$ cat config.mk
export PLATFORM = sky130hd
export DESIGN_NAME = lcd_4bit_driver
export DESIGN_NICKNAME = d
export VERILOG_FILES = /design/src/rtl/lcd_pkg.sv /design/src/rtl/lcd_nibble_tx.sv /design/src/rtl/lcd_4bit_driver.sv
export SDC_FILE = /design/constraint.sdc
export NUM_CORES = 1
export LEC_CHECK = 0
export CORE_UTILIZATION = 54
export DETAILED_ROUTE_END_ITERATION = 10
export PLACE_DENSITY = 0.76
export SLEW_MARGIN = 20
export SYNTH_ARGS = -nofsm -noshare
export SYNTH_HDL_FRONTEND = slang
export SYNTH_SLANG_ARGS = --single-unit
$ cat constraint.sdc
create_clock -name clk -period 2.3 [get_ports clk]
set_clock_uncertainty 0.15 [all_clocks]
set_input_delay 0.23 -clock clk [delete_from_list [all_inputs] [get_ports clk]]
set_output_delay 0.23 -clock clk [all_outputs]
set_load 0.02 [all_outputs]
$ cat src/rtl/lcd_pkg.sv
// Shared types, init command bytes and helper functions for the 4-bit HD44780 LCD driver.
package lcd_pkg;

    // Top-level sequencer states: power-on wait, four single-nibble wake-up writes, byte path, idle.
    typedef enum logic [3:0] {
        ST_BOOT,
        ST_POWERON,
        ST_INIT1,
        ST_INIT2,
        ST_INIT3,
        ST_INIT4,
        ST_HI,
        ST_LO,
        ST_IDLE
    } drv_state_t;

    // Phases of a single nibble strobe on the LCD bus.
    typedef enum logic [1:0] {
        TX_IDLE,
        TX_SETUP,
        TX_PULSE,
        TX_WAIT
    } tx_phase_t;

    // Byte commands issued once the controller has been forced into 4-bit mode.
    localparam logic [7:0] LCD_FUNC_SET = 8'h28;
    localparam logic [7:0] LCD_ENTRY    = 8'h06;
    localparam logic [7:0] LCD_DISP_ON  = 8'h0C;
    localparam logic [7:0] LCD_CLEAR    = 8'h01;

    // Single-nibble wake-up values: 0x3 three times, then 0x2 to enter 4-bit mode.
    localparam logic [3:0] INIT_NIB_WAKE = 4'h3;
    localparam logic [3:0] INIT_NIB_4BIT = 4'h2;

    // Index of the last init byte command (LCD_CLEAR).
    localparam logic [1:0] INIT_CMD_LAST = 2'd3;

    // Clear and return-home (command codes 0x01..0x03) need the long execution wait.
    function automatic logic is_long_wait(input logic rs, input logic [7:0] data);
        return (!rs) && (data[7:2] == 6'd0);
    endfunction

    // Init byte command by position in the init sequence.
    function automatic logic [7:0] init_cmd(input logic [1:0] idx);
        logic [7:0] cmd;
        case (idx)
            2'd0:    cmd = LCD_FUNC_SET;
            2'd1:    cmd = LCD_ENTRY;
            2'd2:    cmd = LCD_DISP_ON;
            default: cmd = LCD_CLEAR;
        endcase
        return cmd;
    endfunction

    // Larger of two unsigned values, used to size the shared wait counter.
    function automatic int unsigned max_u(input int unsigned a, input int unsigned b);
        return (a > b) ? a : b;
    endfunction

endpackage

$ cat src/rtl/lcd_nibble_tx.sv
// Drives one nibble onto the LCD bus: setup with E low, E pulse, then a caller-chosen hold-off.
// A wait-only start skips setup and pulse, which the sequencer uses for the power-on delay.
// done_o is high during the last wait cycle so the caller can chain the next nibble with no gap.
module lcd_nibble_tx
    import lcd_pkg::*;
#(
    parameter int unsigned SETUP_CYC   = 2,
    parameter int unsigned E_PULSE_CYC = 12,
    parameter int unsigned CW          = 20
) (
    input  logic          clk,
    input  logic          rst,
    input  logic          start_i,
    input  logic          wait_only_i,
    input  logic          rs_i,
    input  logic [3:0]    nibble_i,
    input  logic [CW-1:0] wait_cnt_i,
    output logic          done_o,
    output logic          lcd_e_o,
    output logic          lcd_rs_o,
    output logic [3:0]    lcd_dat_o
);

    localparam logic [CW-1:0] SETUP_LD = CW'(SETUP_CYC - 1);
    localparam logic [CW-1:0] PULSE_LD = CW'(E_PULSE_CYC - 1);

    tx_phase_t     phase_q;
    logic [CW-1:0] cnt_q;
    logic [CW-1:0] waitLd_q;
    logic          e_q;
    logic          rs_q;
    logic [3:0]    dat_q;

    // Phase sequencer and registered bus lines; a new start always wins, even in the last wait cycle.
    always_ff @(posedge clk or posedge rst) begin
        if (rst) begin
            phase_q  <= TX_IDLE;
            cnt_q    <= '0;
            waitLd_q <= '0;
            e_q      <= 1'b0;
            rs_q     <= 1'b0;
            dat_q    <= 4'h0;
        end else if (start_i) begin
            rs_q     <= rs_i;
            dat_q    <= nibble_i;
            e_q      <= 1'b0;
            waitLd_q <= wait_cnt_i;
            if (wait_only_i) begin
                phase_q <= TX_WAIT;
                cnt_q   <= wait_cnt_i;
            end else begin
                phase_q <= TX_SETUP;
                cnt_q   <= SETUP_LD;
            end
        end else begin
            case (phase_q)
                TX_SETUP: begin
                    if (cnt_q == '0) begin
                        phase_q <= TX_PULSE;
                        cnt_q   <= PULSE_LD;
                        e_q     <= 1'b1;
                    end else begin
                        cnt_q <= cnt_q - CW'(1);
                    end
                end
                TX_PULSE: begin
                    if (cnt_q == '0) begin
                        phase_q <= TX_WAIT;
                        cnt_q   <= waitLd_q;
                        e_q     <= 1'b0;
                    end else begin
                        cnt_q <= cnt_q - CW'(1);
                    end
                end
                TX_WAIT: begin
                    if (cnt_q == '0) begin
                        phase_q <= TX_IDLE;
                    end else begin
                        cnt_q <= cnt_q - CW'(1);
                    end
                end
                default: begin
                    phase_q <= TX_IDLE;
                end
            endcase
        end
    end

    assign done_o    = (phase_q == TX_WAIT) && (cnt_q == '0);
    assign lcd_e_o   = e_q;
    assign lcd_rs_o  = rs_q;
    assign lcd_dat_o = dat_q;

endmodule

$ cat src/rtl/lcd_4bit_driver.sv
// HD44780 4-bit bus driver: runs the power-on init sequence, then sends one byte per
// valid/ready handshake as two nibbles, holding off for the controller's execution time.
module lcd_4bit_driver
    import lcd_pkg::*;
#(
    parameter int unsigned SETUP_CYC     = 2,
    parameter int unsigned E_PULSE_CYC   = 12,
    parameter int unsigned NIB_GAP_CYC   = 50,
    parameter int unsigned CMD_WAIT_CYC  = 2000,
    parameter int unsigned LONG_WAIT_CYC = 82000,
    parameter int unsigned POWERON_CYC   = 750000,
    parameter int unsigned INIT1_CYC     = 205000,
    parameter int unsigned INIT2_CYC     = 5000
) (
    input  logic       clk,
    input  logic       rst,
    input  logic       wr_valid,
    input  logic       wr_rs,
    input  logic [7:0] wr_data,
    output logic       wr_ready,
    output logic       init_done,
    output logic       lcd_e,
    output logic       lcd_rs,
    output logic       lcd_rw,
    output logic [3:0] lcd_dat
);

    localparam int unsigned MAX_WAIT = max_u(max_u(max_u(POWERON_CYC, LONG_WAIT_CYC),
                                                   max_u(INIT1_CYC, INIT2_CYC)),
                                             max_u(max_u(CMD_WAIT_CYC, NIB_GAP_CYC),
                                                   max_u(SETUP_CYC, E_PULSE_CYC)));
    localparam int unsigned CW = (MAX_WAIT > 1) ? $clog2(MAX_WAIT) : 1;

    // The counter runs from N-1 down to 0, so every wait is loaded one short.
    localparam logic [CW-1:0] LD_POWERON = CW'(POWERON_CYC - 1);
    localparam logic [CW-1:0] LD_INIT1   = CW'(INIT1_CYC - 1);
    localparam logic [CW-1:0] LD_INIT2   = CW'(INIT2_CYC - 1);
    localparam logic [CW-1:0] LD_CMD     = CW'(CMD_WAIT_CYC - 1);
    localparam logic [CW-1:0] LD_LONG    = CW'(LONG_WAIT_CYC - 1);
    localparam logic [CW-1:0] LD_GAP     = CW'(NIB_GAP_CYC - 1);

    drv_state_t    state_q;
    drv_state_t    state_d;
    logic [1:0]    initIdx_q;
    logic [1:0]    initIdx_d;
    logic          byteRs_q;
    logic          byteRs_d;
    logic [7:0]    byteData_q;
    logic [7:0]    byteData_d;
    logic          wrReady_q;
    logic          wrReady_d;
    logic          initDone_q;
    logic          initDone_d;

    logic          txStart;
    logic          txWaitOnly;
    logic          txRs;
    logic [3:0]    txNibble;
    logic [CW-1:0] txWait;
    logic          txDone;
    logic [7:0]    nextInitCmd;

    assign nextInitCmd = init_cmd(initIdx_q + 2'd1);

    // Next-state decode; a new nibble is launched on the same edge the previous wait ends.
    always_comb begin
        state_d    = state_q;
        initIdx_d  = initIdx_q;
        byteRs_d   = byteRs_q;
        byteData_d = byteData_q;
        wrReady_d  = wrReady_q;
        initDone_d = initDone_q;
        txStart    = 1'b0;
        txWaitOnly = 1'b0;
        txRs       = 1'b0;
        txNibble   = 4'h0;
        txWait     = LD_CMD;
        case (state_q)
            ST_BOOT: begin
                txStart    = 1'b1;
                txWaitOnly = 1'b1;
                txWait     = LD_POWERON;
                state_d    = ST_POWERON;
            end
            ST_POWERON: begin
                if (txDone) begin
                    txStart  = 1'b1;
                    txNibble = INIT_NIB_WAKE;
                    txWait   = LD_INIT1;
                    state_d  = ST_INIT1;
                end
            end
            ST_INIT1: begin
                if (txDone) begin
                    txStart  = 1'b1;
                    txNibble = INIT_NIB_WAKE;
                    txWait   = LD_INIT2;
                    state_d  = ST_INIT2;
                end
            end
            ST_INIT2: begin
                if (txDone) begin
                    txStart  = 1'b1;
                    txNibble = INIT_NIB_WAKE;
                    txWait   = LD_CMD;
                    state_d  = ST_INIT3;
                end
            end
            ST_INIT3: begin
                if (txDone) begin
                    txStart  = 1'b1;
                    txNibble = INIT_NIB_4BIT;
                    txWait   = LD_CMD;
                    state_d  = ST_INIT4;
                end
            end
            ST_INIT4: begin
                if (txDone) begin
                    initIdx_d  = 2'd0;
                    byteRs_d   = 1'b0;
                    byteData_d = LCD_FUNC_SET;
                    txStart    = 1'b1;
                    txNibble   = LCD_FUNC_SET[7:4];
                    txWait     = LD_GAP;
                    state_d    = ST_HI;
                end
            end
            ST_HI: begin
                if (txDone) begin
                    txStart  = 1'b1;
                    txRs     = byteRs_q;
                    txNibble = byteData_q[3:0];
                    txWait   = is_long_wait(byteRs_q, byteData_q) ? LD_LONG : LD_CMD;
                    state_d  = ST_LO;
                end
            end
            ST_LO: begin
                if (txDone) begin
                    if (!initDone_q && (initIdx_q != INIT_CMD_LAST)) begin
                        initIdx_d  = initIdx_q + 2'd1;
                        byteData_d = nextInitCmd;
                        txStart    = 1'b1;
                        txNibble   = nextInitCmd[7:4];
                        txWait     = LD_GAP;
                        state_d    = ST_HI;
                    end else begin
                        initDone_d = 1'b1;
                        wrReady_d  = 1'b1;
                        state_d    = ST_IDLE;
                    end
                end
            end
            ST_IDLE: begin
                if (wr_valid && wrReady_q) begin
                    byteRs_d   = wr_rs;
                    byteData_d = wr_data;
                    wrReady_d  = 1'b0;
                    txStart    = 1'b1;
                    txRs       = wr_rs;
                    txNibble   = wr_data[7:4];
                    txWait     = LD_GAP;
                    state_d    = ST_HI;
                end
            end
            default: begin
                state_d = ST_BOOT;
            end
        endcase
    end

    // Sequencer state, latched byte and the registered handshake outputs.
    always_ff @(posedge clk or posedge rst) begin
        if (rst) begin
            state_q    <= ST_BOOT;
            initIdx_q  <= 2'd0;
            byteRs_q   <= 1'b0;
            byteData_q <= 8'h00;
            wrReady_q  <= 1'b0;
            initDone_q <= 1'b0;
        end else begin
            state_q    <= state_d;
            initIdx_q  <= initIdx_d;
            byteRs_q   <= byteRs_d;
            byteData_q <= byteData_d;
            wrReady_q  <= wrReady_d;
            initDone_q <= initDone_d;
        end
    end

    lcd_nibble_tx #(
        .SETUP_CYC   (SETUP_CYC),
        .E_PULSE_CYC (E_PULSE_CYC),
        .CW          (CW)
    ) u_nibble_tx (
        .clk         (clk),
        .rst         (rst),
        .start_i     (txStart),
        .wait_only_i (txWaitOnly),
        .rs_i        (txRs),
        .nibble_i    (txNibble),
        .wait_cnt_i  (txWait),
        .done_o      (txDone),
        .lcd_e_o     (lcd_e),
        .lcd_rs_o    (lcd_rs),
        .lcd_dat_o   (lcd_dat)
    );

    assign wr_ready  = wrReady_q;
    assign init_done = initDone_q;
    assign lcd_rw    = 1'b0;

endmodule

==> impl_metrics.env <==
export IMPL_cts_sinks=60
export IMPL_design_core_area_mm2=0.00639
export IMPL_start_util_pct=56.3
export IMPL_clock_power_share_pct=43.2
export IMPL_hold_violations=0
export IMPL_comb_power_share_pct=2.5
export IMPL_antenna_found_initial=0
export IMPL_nets=515
export IMPL_crit_path_top_delay_cell="dfrtp_1"
export IMPL_power_density_mw_per_mm2=404
export IMPL_final_fill_count=471
export IMPL_leakagePower_uw=0.00216
export IMPL_antenna_cells=0
export IMPL_failed_checks="negative setup slack"
export IMPL_cts_made_buffers=9
export IMPL_switchingPower_uw=483
export IMPL_io_buffers=19
export IMPL_clkTransAtPathRegs_ns=0.07
export IMPL_vias=3629
export IMPL_grt_busiest_layer="met2"
export IMPL_ys_warnings_count=0
export IMPL_required_ns=2.39
export IMPL_fin_util_pct=75.4
export IMPL_grt_max_degree=61
export IMPL_worstSkewPairLatency_ns=0.35
export IMPL_sequentialPowerShare_pct=54.3
export IMPL_crit_path_max_incr_delay_ns=0.42
export IMPL_hold_slack_ns=0.0993
export IMPL_htree_levels=3
export IMPL_synth_top_cell_by_area="dfrtp_1"
export IMPL_dieArea_mm2=0.00699
export IMPL_syn_instance_count=398
export IMPL_syn_to_final_growth_pct=33.7
export IMPL_cts_tree="yes"
export IMPL_finalCriticalPeriod_ns=2.32
export IMPL_cp_end_kind="flop"
export IMPL_syn_area_mm2=0.00360
export IMPL_drtAntennaViolNets=0
export IMPL_power_uw=1940
export IMPL_synth_top_area_share_pct=41.7
export IMPL_cp_max_fo=8
export IMPL_rsz0062_at_grt="yes"
export IMPL_place_hpwl_um=7580
export IMPL_swShare_pct=24.8
export IMPL_cp_arrival_ns=2.41
export IMPL_path_cells="nor4_4 > nand4_4 > buf_12 > buf_4 > nor4_4 > buf_4 > o21ai_0 > a21o_1"
export IMPL_num_io_pins=21
export IMPL_drc=0
export IMPL_criticalPathCategory="reg -> reg"
export IMPL_p_int_uw=1460
export IMPL_grtUsageMet2_pct=54.2
export IMPL_drtPass1Iterations=5
export IMPL_syn_avg_cell_area_um2=9.04
export IMPL_hold_class="in -> async"
export IMPL_viasPerCell=6.29
export IMPL_cp_top_family="simple AND/OR/NAND/NOR gates"
export IMPL_ys_flop_type="dfrtp_1"
export IMPL_drv_cap=0
export IMPL_slew_violations=0
export IMPL_gp_congestion=0.859
export IMPL_avgRoutedWirePerCell_um=18.8
export IMPL_rows=29
export IMPL_post_route_period_util_pct=101
export IMPL_initialDrtViolationCount=314
export IMPL_start_kind="flop"
export IMPL_setup_viol=1
export IMPL_path_buf_inv=3
export IMPL_finalWirelength_um=10800
export IMPL_synth_cell_type_count=65
export IMPL_ir_drop_mv=0.338
export IMPL_ys_seq_elements=60
export IMPL_synth_edf_count=0
export IMPL_drive_gt1_share_pct=30.2
export IMPL_die_x_um=83.6
export IMPL_fmax_mhz=431
export IMPL_clockBufferDepth=2
export IMPL_status="finished, violations left"
export IMPL_grt_pass1_vias=3589
export IMPL_synth_net_count=418
export IMPL_worst_slack_ns=-0.0210
export IMPL_async_flop_share_pct=100
export IMPL_met3_usage_pct=4.55
export IMPL_grt_use_total_pct=31.1
export IMPL_clock_tree_root_cell="clkbuf_8"
export IMPL_use_met1_pct=37.5
export IMPL_final_cell_mix="buf_4, dfrtp_1, nor2_1"
export IMPL_grt_pass1_wl_um=17000
export IMPL_multiInputGateArea_mm2=0.00209
export IMPL_synthTopCellsByArea="dfrtp_1, nor2_1, nand2_1, ha_1, o21ai_0"
export IMPL_regArea_mm2=0.00150
export IMPL_die_y_um=83.6
export IMPL_overflow=0
export IMPL_layout_commonest_cell="buf_4"
export IMPL_seq_area_frac_synth_pct=41.7
-- metal layers --
layer,share of wire [%],vias to the layer above,wire (µm)
met5,0,-,0
met4,3.2,0,348
met3,6.2,36,668
met2,52,153,5600
met1,39,1790,4210
li1,-,1650,-
-- worst paths after layout --
| kind | startpoint | to | slack (ns) | depth (start not counted) |
|---|---|---|---|---|
| worst max register to register | u_nibble_tx.cnt_q[11]$_DFFE_PP0P_ | byteRs_q$_DFFE_PP0P_ | -0.02 | 8 |
| min in group clk | wr_data[4] | byteData_q[4]$_DFFE_PP0P_ | 0.31 | 3 |
| worst min register to register | u_nibble_tx.waitLd_q[14]$_DFFE_PP0P_ | u_nibble_tx.waitLd_q[14]$_DFFE_PP0P_ | 0.34 | 2 |
| worst max-delay path | u_nibble_tx.cnt_q[11]$_DFFE_PP0P_ | byteRs_q$_DFFE_PP0P_ | -0.02 | 8 |
| worst min-delay path | rst | init_done$_DFFE_PP0P_ | 0.1 | 3 |
| max in group asynchronous | rst | u_nibble_tx.cnt_q[2]$_DFFE_PP0P_ | 1.62 | 3 |
-- sequential cells by signal, summed over array words and instances (netlist names), 2 cells and up --
register and cells:
byteData_q 8, initIdx_q 2, u_nibble_tx.phase_q 2, u_nibble_tx.lcd_dat_o 4, u_nibble_tx.cnt_q 20, state_q 4
u_nibble_tx.waitLd_q 15
-- power by group through the flow --
stage / clock (µW) / sequential (µW) / combinational, µW
2_1_floorplan: 0 / 1070 / 20.4
3_3_place_gp: 0 / 1070 / 50.3
3_5_place_dp: 0 / 1070 / 50.6
4_1_cts: 845 / 1050 / 50.7
5_1_grt: 899 / 1050 / 56.4
6_report: 838 / 1050 / 49.5
-- cell usage after synthesis (all sizes together), types with 6 or more instances --
master	n
a21oi	20
a22oi	13
a31oi	9
buf	12
clkbuf	9
dfrtp	60
ha	8
inv	16
nand2	43
nand2b	6
nand3	10
nor2	45
nor3	15
nor4	10
o21ai	27
o22a	6
o22ai	6
-- area by class of cell --
class	count	share of cell area, %
Clock buffer	9	2.57
Timing Repair Buffer	107	18.7
Sequential cell	60	31.3
Tap cell	77	2.00
Multi-Input combinational cell	301	43.3
Clock inverter	7	0.910
Inverter	16	1.25
-- cells by family after synthesis --
kind of cell | synth area share, %
AND/OR/NAND/NOR | 24.5
multiplexers | 0.939
AO/OA/AOI/OAI | 23.1
buffers and inverters | 4.38
adder cells (fa/ha/maj) | 2.78
other | 0.104
XOR/XNOR | 2.43
flip-flops | 41.7
-- stage by stage --
stage | worst slack, ns | TNS (ns) | instances | instance area, µm²
detailed placement | -0.0480 | -0.222 | 552 | 4410
global placement | -0.0205 | -0.0548 | 552 | 4410
floorplan | 0.0223 | 0 | 398 | 3610
finish | -0.0210 | -0.0210 | 577 | 4810
CTS | -0.0455 | -0.107 | 569 | 4590
global route | -0.0725 | -0.450 | 577 | 4810
-- worst reg2reg max path, stage by stage (launching register included) --
cell and delay [ns]:
dfrtp_1 0.42, nor4_4 0.42, nand4_4 0.16, buf_12 0.18, buf_4 0.14, nor4_4 0.20, buf_4 0.17, o21ai_0 0.16
a21o_1 0.23
-- timing repair --
action,in CTS,in global routing
hold buffers,0,0
pin swaps,2,10
hold endpoints to repair,0,0
resized for setup,4,32
buffers inserted,1,8
setup endpoints to repair,23,43
Power figures use the tool's default switching activity.
